`src/rtl/seq_detect_moore_pkg.sv`:
```
// Shared types and constants for the seq_detect_moore serial pattern detector.
// Imported by the interface and the detector top.
package seq_detect_pkg;

  localparam int STATE_W = 3;

  localparam logic [3:0] DEFAULT_PATTERN = 4'b1011;

  typedef enum logic [STATE_W-1:0] {
    S0 = 3'd0,
    S1 = 3'd1,
    S2 = 3'd2,
    S3 = 3'd3,
    S4 = 3'd4
  } state_t;

endpackage

```
`src/rtl/seq_detect_moore_if.sv`:
```
// Serial-in / detect-out bundle for seq_detect_moore.
// match_count exists only when SEQ_DETECT_MATCH_CNT_EN is defined.
interface seq_detect_if;
  import seq_detect_pkg::*;

  logic               x;
  logic               z;
  logic [STATE_W-1:0] state;
`ifdef SEQ_DETECT_MATCH_CNT_EN
  logic [15:0]        match_count;
`endif

  modport master (
    output x,
`ifdef SEQ_DETECT_MATCH_CNT_EN
    input  match_count,
`endif
    input  z,
    input  state
  );

  modport slave (
    input  x,
`ifdef SEQ_DETECT_MATCH_CNT_EN
    output match_count,
`endif
    output z,
    output state
  );

endinterface

```
`src/rtl/seq_detect_moore.sv`:
```
// Moore detector for a 4-bit serial pattern, overlapping or not.
// SEQ_DETECT_MATCH_CNT_EN adds a saturating 16-bit match counter.
module seq_detect_moore
  import seq_detect_pkg::*;
#(
  parameter logic [3:0] PATTERN = DEFAULT_PATTERN,
  parameter bit         OVERLAP = 1'b1
) (
  input  logic        clk,
  input  logic        reset,
  seq_detect_if.slave bus
);

  state_t state_q;
  state_t state_d;

  // Longest pattern prefix that is a suffix of prefix(k) followed by b.
  function automatic logic [2:0] kmp_next(
    input logic [2:0] k,
    input logic       b
  );
    logic [7:0] h;
    logic       ok;
    logic [2:0] res;
    int         n;
    h = '0;
    n = int'(k) + 1;
    for (int j = 0; j < 4; j++)
      if (j < int'(k))
        h[3'(j)] = PATTERN[2'(3 - j)];
    h[k] = b;
    res = '0;
    for (int l = 1; l <= 4; l++) begin
      ok = (l <= n);
      for (int i = 0; i < 4; i++)
        if (i < l &&
            h[3'(n - l + i)] != PATTERN[2'(3 - i)])
          ok = 1'b0;
      if (ok)
        res = 3'(l);
    end
    return res;
  endfunction

  always_comb begin
    state_d = S0;
    unique case (1'b1)
      (state_q == S4):
        state_d = state_t'(kmp_next(
          OVERLAP ? 3'(state_q) : 3'd0, bus.x));
      (state_q inside {S0, S1, S2, S3}):
        state_d = state_t'(kmp_next(
          3'(state_q), bus.x));
      default:
        state_d = S0;
    endcase
  end

  always_ff @(posedge clk or negedge reset) begin
    if (!reset)
      state_q <= S0;
    else
      state_q <= state_d;
  end

  assign bus.z     = (state_q == S4);
  assign bus.state = state_q;

`ifdef SEQ_DETECT_MATCH_CNT_EN
  logic [15:0] match_cnt_q;

  always_ff @(posedge clk or negedge reset) begin
    if (!reset)
      match_cnt_q <= '0;
    else if (state_d == S4 &&
             match_cnt_q != 16'hFFFF)
      match_cnt_q <= match_cnt_q + 16'd1;
  end

  assign bus.match_count = match_cnt_q;
`endif

endmodule

```
`src/flat_wrapper.sv`:
```
// flat-port wrapper written by rule: the top's interface ports become plain ports
module seq_detect_moore_flat import seq_detect_pkg::*;
#(
  parameter logic [3:0] PATTERN = DEFAULT_PATTERN,
  parameter bit         OVERLAP = 1'b1
)
  (clk, reset, bus_x, bus_z, bus_state);
  seq_detect_if bus_i ();
  input  logic clk;
  input  logic reset;
  input wire logic [$bits(bus_i.x)-1:0] bus_x;
  output wire logic [$bits(bus_i.z)-1:0] bus_z;
  output wire logic [$bits(bus_i.state)-1:0] bus_state;
  assign bus_i.x = bus_x;
  assign bus_z = bus_i.z;
  assign bus_state = bus_i.state;
  seq_detect_moore #(.PATTERN(PATTERN), .OVERLAP(OVERLAP)) u_core (.clk(clk), .reset(reset), .bus(bus_i));
endmodule
```
`config.mk`:
```
export PLATFORM = sky130hd
export DESIGN_NAME = seq_detect_moore_flat
export DESIGN_NICKNAME = d
export VERILOG_FILES = /design/src/rtl/seq_detect_moore_pkg.sv /design/src/rtl/seq_detect_moore_if.sv /design/src/rtl/seq_detect_moore.sv /design/src/flat_wrapper.sv
export SDC_FILE = /design/constraint.sdc
export NUM_CORES = 1
export LEC_CHECK = 0
export CAP_MARGIN = 20
export CORE_AREA = 4 4 41 43
export DETAILED_ROUTE_END_ITERATION = 7
export DIE_AREA = 0 0 45 47
export SYNTH_ARGS = -nofsm -noshare
export SYNTH_HDL_FRONTEND = slang
export SYNTH_SLANG_ARGS = --single-unit
export TNS_END_PERCENT = 20
```
`constraint.sdc`:
```
create_clock -name clk -period 4.5 [get_ports clk]
set_input_delay 0.9 -clock clk [delete_from_list [all_inputs] [get_ports clk]]
set_output_delay 0.9 -clock clk [all_outputs]
set_load 0.02 [all_outputs]
```
---- Yosys cells after proc, flatten, opt, wreduce, memory -nomap -nowiden ----
Cells that the tools add are included.
cells by class
  multiplexer cells ....................... 57
  equal/unequal tests ..................... 4
  reductions and logical operators ........ 3
  $lt $le $gt $ge ......................... 13
  $add $sub $neg .......................... 6
operators by type and width
  cell                                                                             count
  1-bit two-way mux                                                                41
  1-bit binary-select mux with 3-bit select                                        6
  8-bit bitwise mux                                                                2
  3-bit by 5-bit < comparator with 1-bit output, second input constant             3
  3-bit two-way mux                                                                4
  3-bit adder, second input constant                                               3
  2-bit by 4-bit less-or-equal comparator with 1-bit output, first input constant  2
  3-bit by 2-bit equality test with 1-bit output, second input constant            2
  1-bit by 3-bit < comparator with 1-bit output, first input constant              2
  2-bit by 3-bit < comparator with 1-bit output, first input constant              2
  3-bit case mux with 2 select lines                                               1
  3-bit subtractor, second input constant                                          2
  3-bit by 1-bit adder with 4-bit output, second input constant                    1
  1-bit by 4-bit less-or-equal comparator with 1-bit output, first input constant  1
  3-bit by 4-bit less-or-equal comparator with 1-bit output, first input constant  1
  3-bit by 4-bit < comparator with 1-bit output, second input constant             1
  2-bit two-way mux                                                                2
  4-bit nonzero test                                                               1
  1-bit demux with 3-bit select                                                    1
  3-bit by 1-bit equality test with 1-bit output, second input constant            1
  3-bit equality test, second input constant                                       1
  3-bit by 1-bit >= comparator with 1-bit output, second input constant            1
  3-bit logical NOT                                                                1
  1-bit logical AND                                                                1
storage, ports and cells
  input port bits ......................... 3
  logic and storage cells ................. 84
  register bits after elaboration ......... 3
  output and inout bits ................... 4

---- Longest topological paths before layout ----
  word-level depth ........................ 13
  mapped depth ............................ 7
  depth with buffers taken out ............ 7

---- Least setup slack after synthesis ----
Ideal clock, no wire load.
  path kind ............................... register -> register
  start ................................... register u_core.state_q[0] (netlist: u_core.bus.state[0])
  end ..................................... register u_core.state_q[1] (netlist: u_core.bus.state[1])
  clock period less this slack ............ 2286 ps
  setup time .............................. 129 ps
  stages on the path, launching flop included .. 7
  path buffers ............................ 0
  path slack .............................. 2214 ps
  arrival ................................. 2157 ps
  data required time ...................... 4371 ps
  cell sequence ........................... dfrtp_1 -> inv_1 -> ha_1 -> ha_1 -> a221o_1 -> and4_1 -> o41a_1
on the way
  cells in the longest elaborated chain, start to end .. 13
  elaborated cells between the ends (all ways) .. 67
  those cells by class .................... 6 x add/sub; 7 x order compare; 4 x eq/ne; 47 x mux; 3 x reduce/logical
ends and longest elaborated chain
  element                                                                          line                    text
  start, declared                                                                  seq_detect_moore.sv:14  state_t state_q;
  start signal, assigned                                                           seq_detect_moore.sv:63  state_q <= state_d;
  branches (longest 12 deep; another with 3-bit by 1-bit adder with 4-bit output)  n/a
  3-bit case mux with 2 select lines (*)                                           seq_detect_moore.sv:47  unique case (1'b1)
  named net u_core.state_d[1]                                                      seq_detect_moore.sv:15  state_t state_d;
Mark *: on every way through the listed nets, which the timed path passes. The select of a mux whose other input is x is not followed.

---- Worst setup path in the final report ----
  start ................................... register u_core.state_q[0] (netlist: u_core.bus.state[0])
  end ..................................... output port bus_z
on the way
  cells in the longest elaborated chain, start to end .. 1
ends and longest elaborated chain
  element              line                    text
  3-bit equality test  seq_detect_moore.sv:66  assign bus.z = (state_q == S4);
  end, declared        flat_wrapper.sv:12      output wire logic [$bits(bus_i.z)-1:0] bus_z;
No other way between the ends.

==> results_dict.tcl <==
set metrics [dict create \
    grt_overflow 0 \
    cts_tree "yes" \
    syn-cell-area_um2 334.1 \
    synth-compound-area-share_pct 24.34 \
    clk_path_buf_depth 2 \
    worst_setup_path_start_kind "flip-flop" \
    syn_nets 46 \
    grt_pass1_vias 309 \
    slew_headroom_pct 61.77 \
    slowest_delay_ns 0.53 \
    wl_per_cell_um 11.35 \
    final_nets 57 \
    gp_congestion 0.7668 \
    yosys-mux-area-fraction_pct 3.371 \
    synth.area.top_cells "dfrtp_1 22%, ha_1 22%, inv_1 4.5%, mux2_2 3.4%, nor2_1 3.4%" \
    hold_slack_ns 0.8092 \
    dpl_cell_area_um2 412.9 \
    ant_nets 0 \
    final_area_um2 439.2 \
    start_util_pct 25.67 \
    path_buf_inv 2 \
    ys_top_cells_by_count "6 x ha_1, 4 x inv_1, 3 x dfrtp_1, 3 x nor2_1" \
    path_cells "inv_1 > ha_1 > and2_1 > clkdlybuf4s50_1" \
    synth_edf_count 0 \
    cts_hold_buf 0 \
    yosysWarnings 0 \
    hold_viol_final 0 \
    power.density_nw_per_um2 697.7 \
    firstDrtPassIters 4 \
    tns_ns 0 \
    period_share_pct 60.14 \
    clock_skew_ns 0.0003748 \
    synth_top_family_by_area "compound AO/OA/AOI/OAI gates" \
    coreArea_um2 1301 \
    cts_resized 0 \
    clkLatencyLatePin_ns 0.23 \
    worst_ep_arrival_time_ns 1.81 \
    grt_max_degree 10 \
    power_frac_clock_pct 15.2 \
    ys_async_sr_fraction_pct 100.0 \
    setup_viol 0 \
    wirelength_um 704 \
    nFillCells 141 \
    yosysMostFrequentCell "ha_1" \
    hp-class "reg -> reg" \
    min_period_ns 2.706 \
    leakage_nw 0.1886 \
    seq_area_frac_synth_pct 22.47 \
    drc 0 \
    synth_top_area_share_pct 22.47 \
    io_buffers 6 \
    synth.ff_latch_count 3 \
    avgSynthCellArea_um2 9.029 \
    clockRootBuffer "clkbuf_4" \
    grt_setup_unrepaired "no" \
    p_seq_share_pct 18.7 \
    largest_reg_flops 3 \
    cts_sinks 3 \
    switching_share_pct 45.36 \
    fp-row-count 13 \
    cp.required_ns 3.60 \
    grt_pass1_wl_um 1242 \
    die_area_um2 2115 \
    worst_pin_slew_ns 0.5590 \
    fmax_mhz 369.5 \
    p_sw_mw 0.1390 \
    drtIter0Drc 6 \
    maxCapViolations 0 \
    synth_top_cell_by_area "dfrtp_1" \
    ir_drop_mv 0.3744 \
    slew_violations 0 \
    crit_slowest_cell "clkdlybuf4s50_1" \
    synth-xor-area-share_pct 2.622 \
    vias_per_cell 4.774 \
    synth_adder_area_share_pct 22.47 \
    die-height_um 47 \
    synth_cell_types 23 \
    numCtsBuffers 3 \
    dp_hpwl_um 544 \
    synth_ff_type "dfrtp_1" \
    crit_fanout 9 \
    syn_inst 37 \
    criticalPathCategory "reg -> out" \
    track_usage_pct 8.630 \
    htree_levels 1 \
    p_int_mw 0.1674 \
    pin_count 7 \
    antenna_found_initial 0 \
    via_count 296 \
    die_w_um 45 \
    status "complete, no violations" \
    diodes 0 \
    cts_setup_buffers 0 \
    synth_simple_gate_area_share_pct 20.22 \
    endpoint_kind "output port" \
    layout-drive-gt1-share_pct 12.77 \
    p_comb_share_pct 66.1 \
    areaGrowthSynthToFinish_pct 31.46 \
    clkSlewWorstSetupHoldPaths_ns 0.04 \
    cp_top_family "buffers and inverters" \
]
## placed cells by master (no fill, tap or decap)
| cell type | instances |
|---|---|
| dfrtp_1 | 3 |
| nor2b_1 | 1 |
| ha_1 | 6 |
| mux2_2 | 1 |
| and4_1 | 1 |
| a221o_1 | 1 |
| clkdlybuf4s50_1 | 6 |
| a21bo_1 | 1 |
| o21ba_2 | 1 |
| o41a_1 | 1 |
| and2_1 | 1 |
| clkbuf_4 | 3 |
| o21a_1 | 1 |
| inv_1 | 4 |
| a21oi_1 | 2 |
| xnor2_1 | 1 |
| nor2b_2 | 1 |
| nand2_1 | 1 |
| nand2b_1 | 1 |
| nor2_1 | 3 |
| nor4_1 | 1 |
| o31ai_1 | 1 |
| nand3_1 | 2 |
| a31oi_1 | 1 |
| clkbuf_1 | 1 |
| a2111oi_0 | 1 |
## routing by layer
metal / vias up / wire length [µm] / share of wire [%] / global-route usage, %
li1: 154 / - / - / -
met2: 7 / 355 / 50 / 12.71
met3: 0 / 16 / 2.3 / 2.299
met5: - / 0 / 0 / 0
met4: 0 / 0 / 0 / 8.772
met1: 135 / 332 / 47 / 9.840
## power groups by stage
stage | registers (mW) | logic, mW | clock network (mW)
after detailed placement | 0.0575 | 0.202 | 0
after global placement | 0.0569 | 0.204 | 0
after CTS | 0.0570 | 0.203 | 0.0502
after floorplan | 0.0627 | 0.143 | 0
final | 0.0573 | 0.203 | 0.0465
after global routing | 0.0598 | 0.230 | 0.0531
## metrics by stage
stage | utilization (%) | total power [mW] | worst slack (ns) | instances
global placement | 31.73 | 0.2612 | 2.040 | 58
detailed placement | 31.73 | 0.2596 | 2.031 | 58
finish | 33.75 | 0.3064 | 1.794 | 62
floorplan | - | 0.2053 | 2.214 | 37
global route | 33.75 | 0.3432 | 1.688 | 62
CTS | 33.75 | 0.3102 | 1.777 | 62
## worst register-to-register path: stages, from the launching register on
cell     delay [ns]
dfrtp_1        0.50
inv_1          0.14
ha_1           0.42
ha_1           0.23
a221o_1        0.35
and4_1         0.22
o41a_1         0.38
## kinds of logic (layout without fill, tap and decap cells)
group,after synthesis,after routing
buffers and inverters,4,14
AO/OA/AOI/OAI,10,10
adder cells (fa/ha/maj),6,6
flip-flops,3,3
AND/OR/NAND/NOR,12,12
multiplexers,1,1
XOR/XNOR,1,1
## cell type report
class                           instances  area [µm²]  share of cell area (%)
Inverter                                4       15.01                   3.419
Clock buffer                            4       26.28                   5.983
Tap cell                               15       18.77                   4.274
Multi-Input combinational cell         30       244.0                   55.56
Timing Repair Buffer                    6       60.06                   13.68
Sequential cell                         3       75.07                   17.09
## worst paths after layout
kind | start | end | slack (ns) | cells past startpoint
worst min register to register | u_core.bus.state[0] | u_core.bus.state[2] | 0.81 | 3
worst min-delay path | u_core.bus.state[0] | u_core.bus.state[2] | 0.81 | 3
worst max-delay path | u_core.bus.state[0] | bus_z | 1.79 | 4
worst max register to register | u_core.bus.state[0] | u_core.bus.state[1] | 2.14 | 6
min in group asynchronous | reset | u_core.bus.state[0] | 0.85 | 1
max in group asynchronous | reset | u_core.bus.state[2] | 3.52 | 1
No activity file was read; power rests on OpenSTA's default activity.
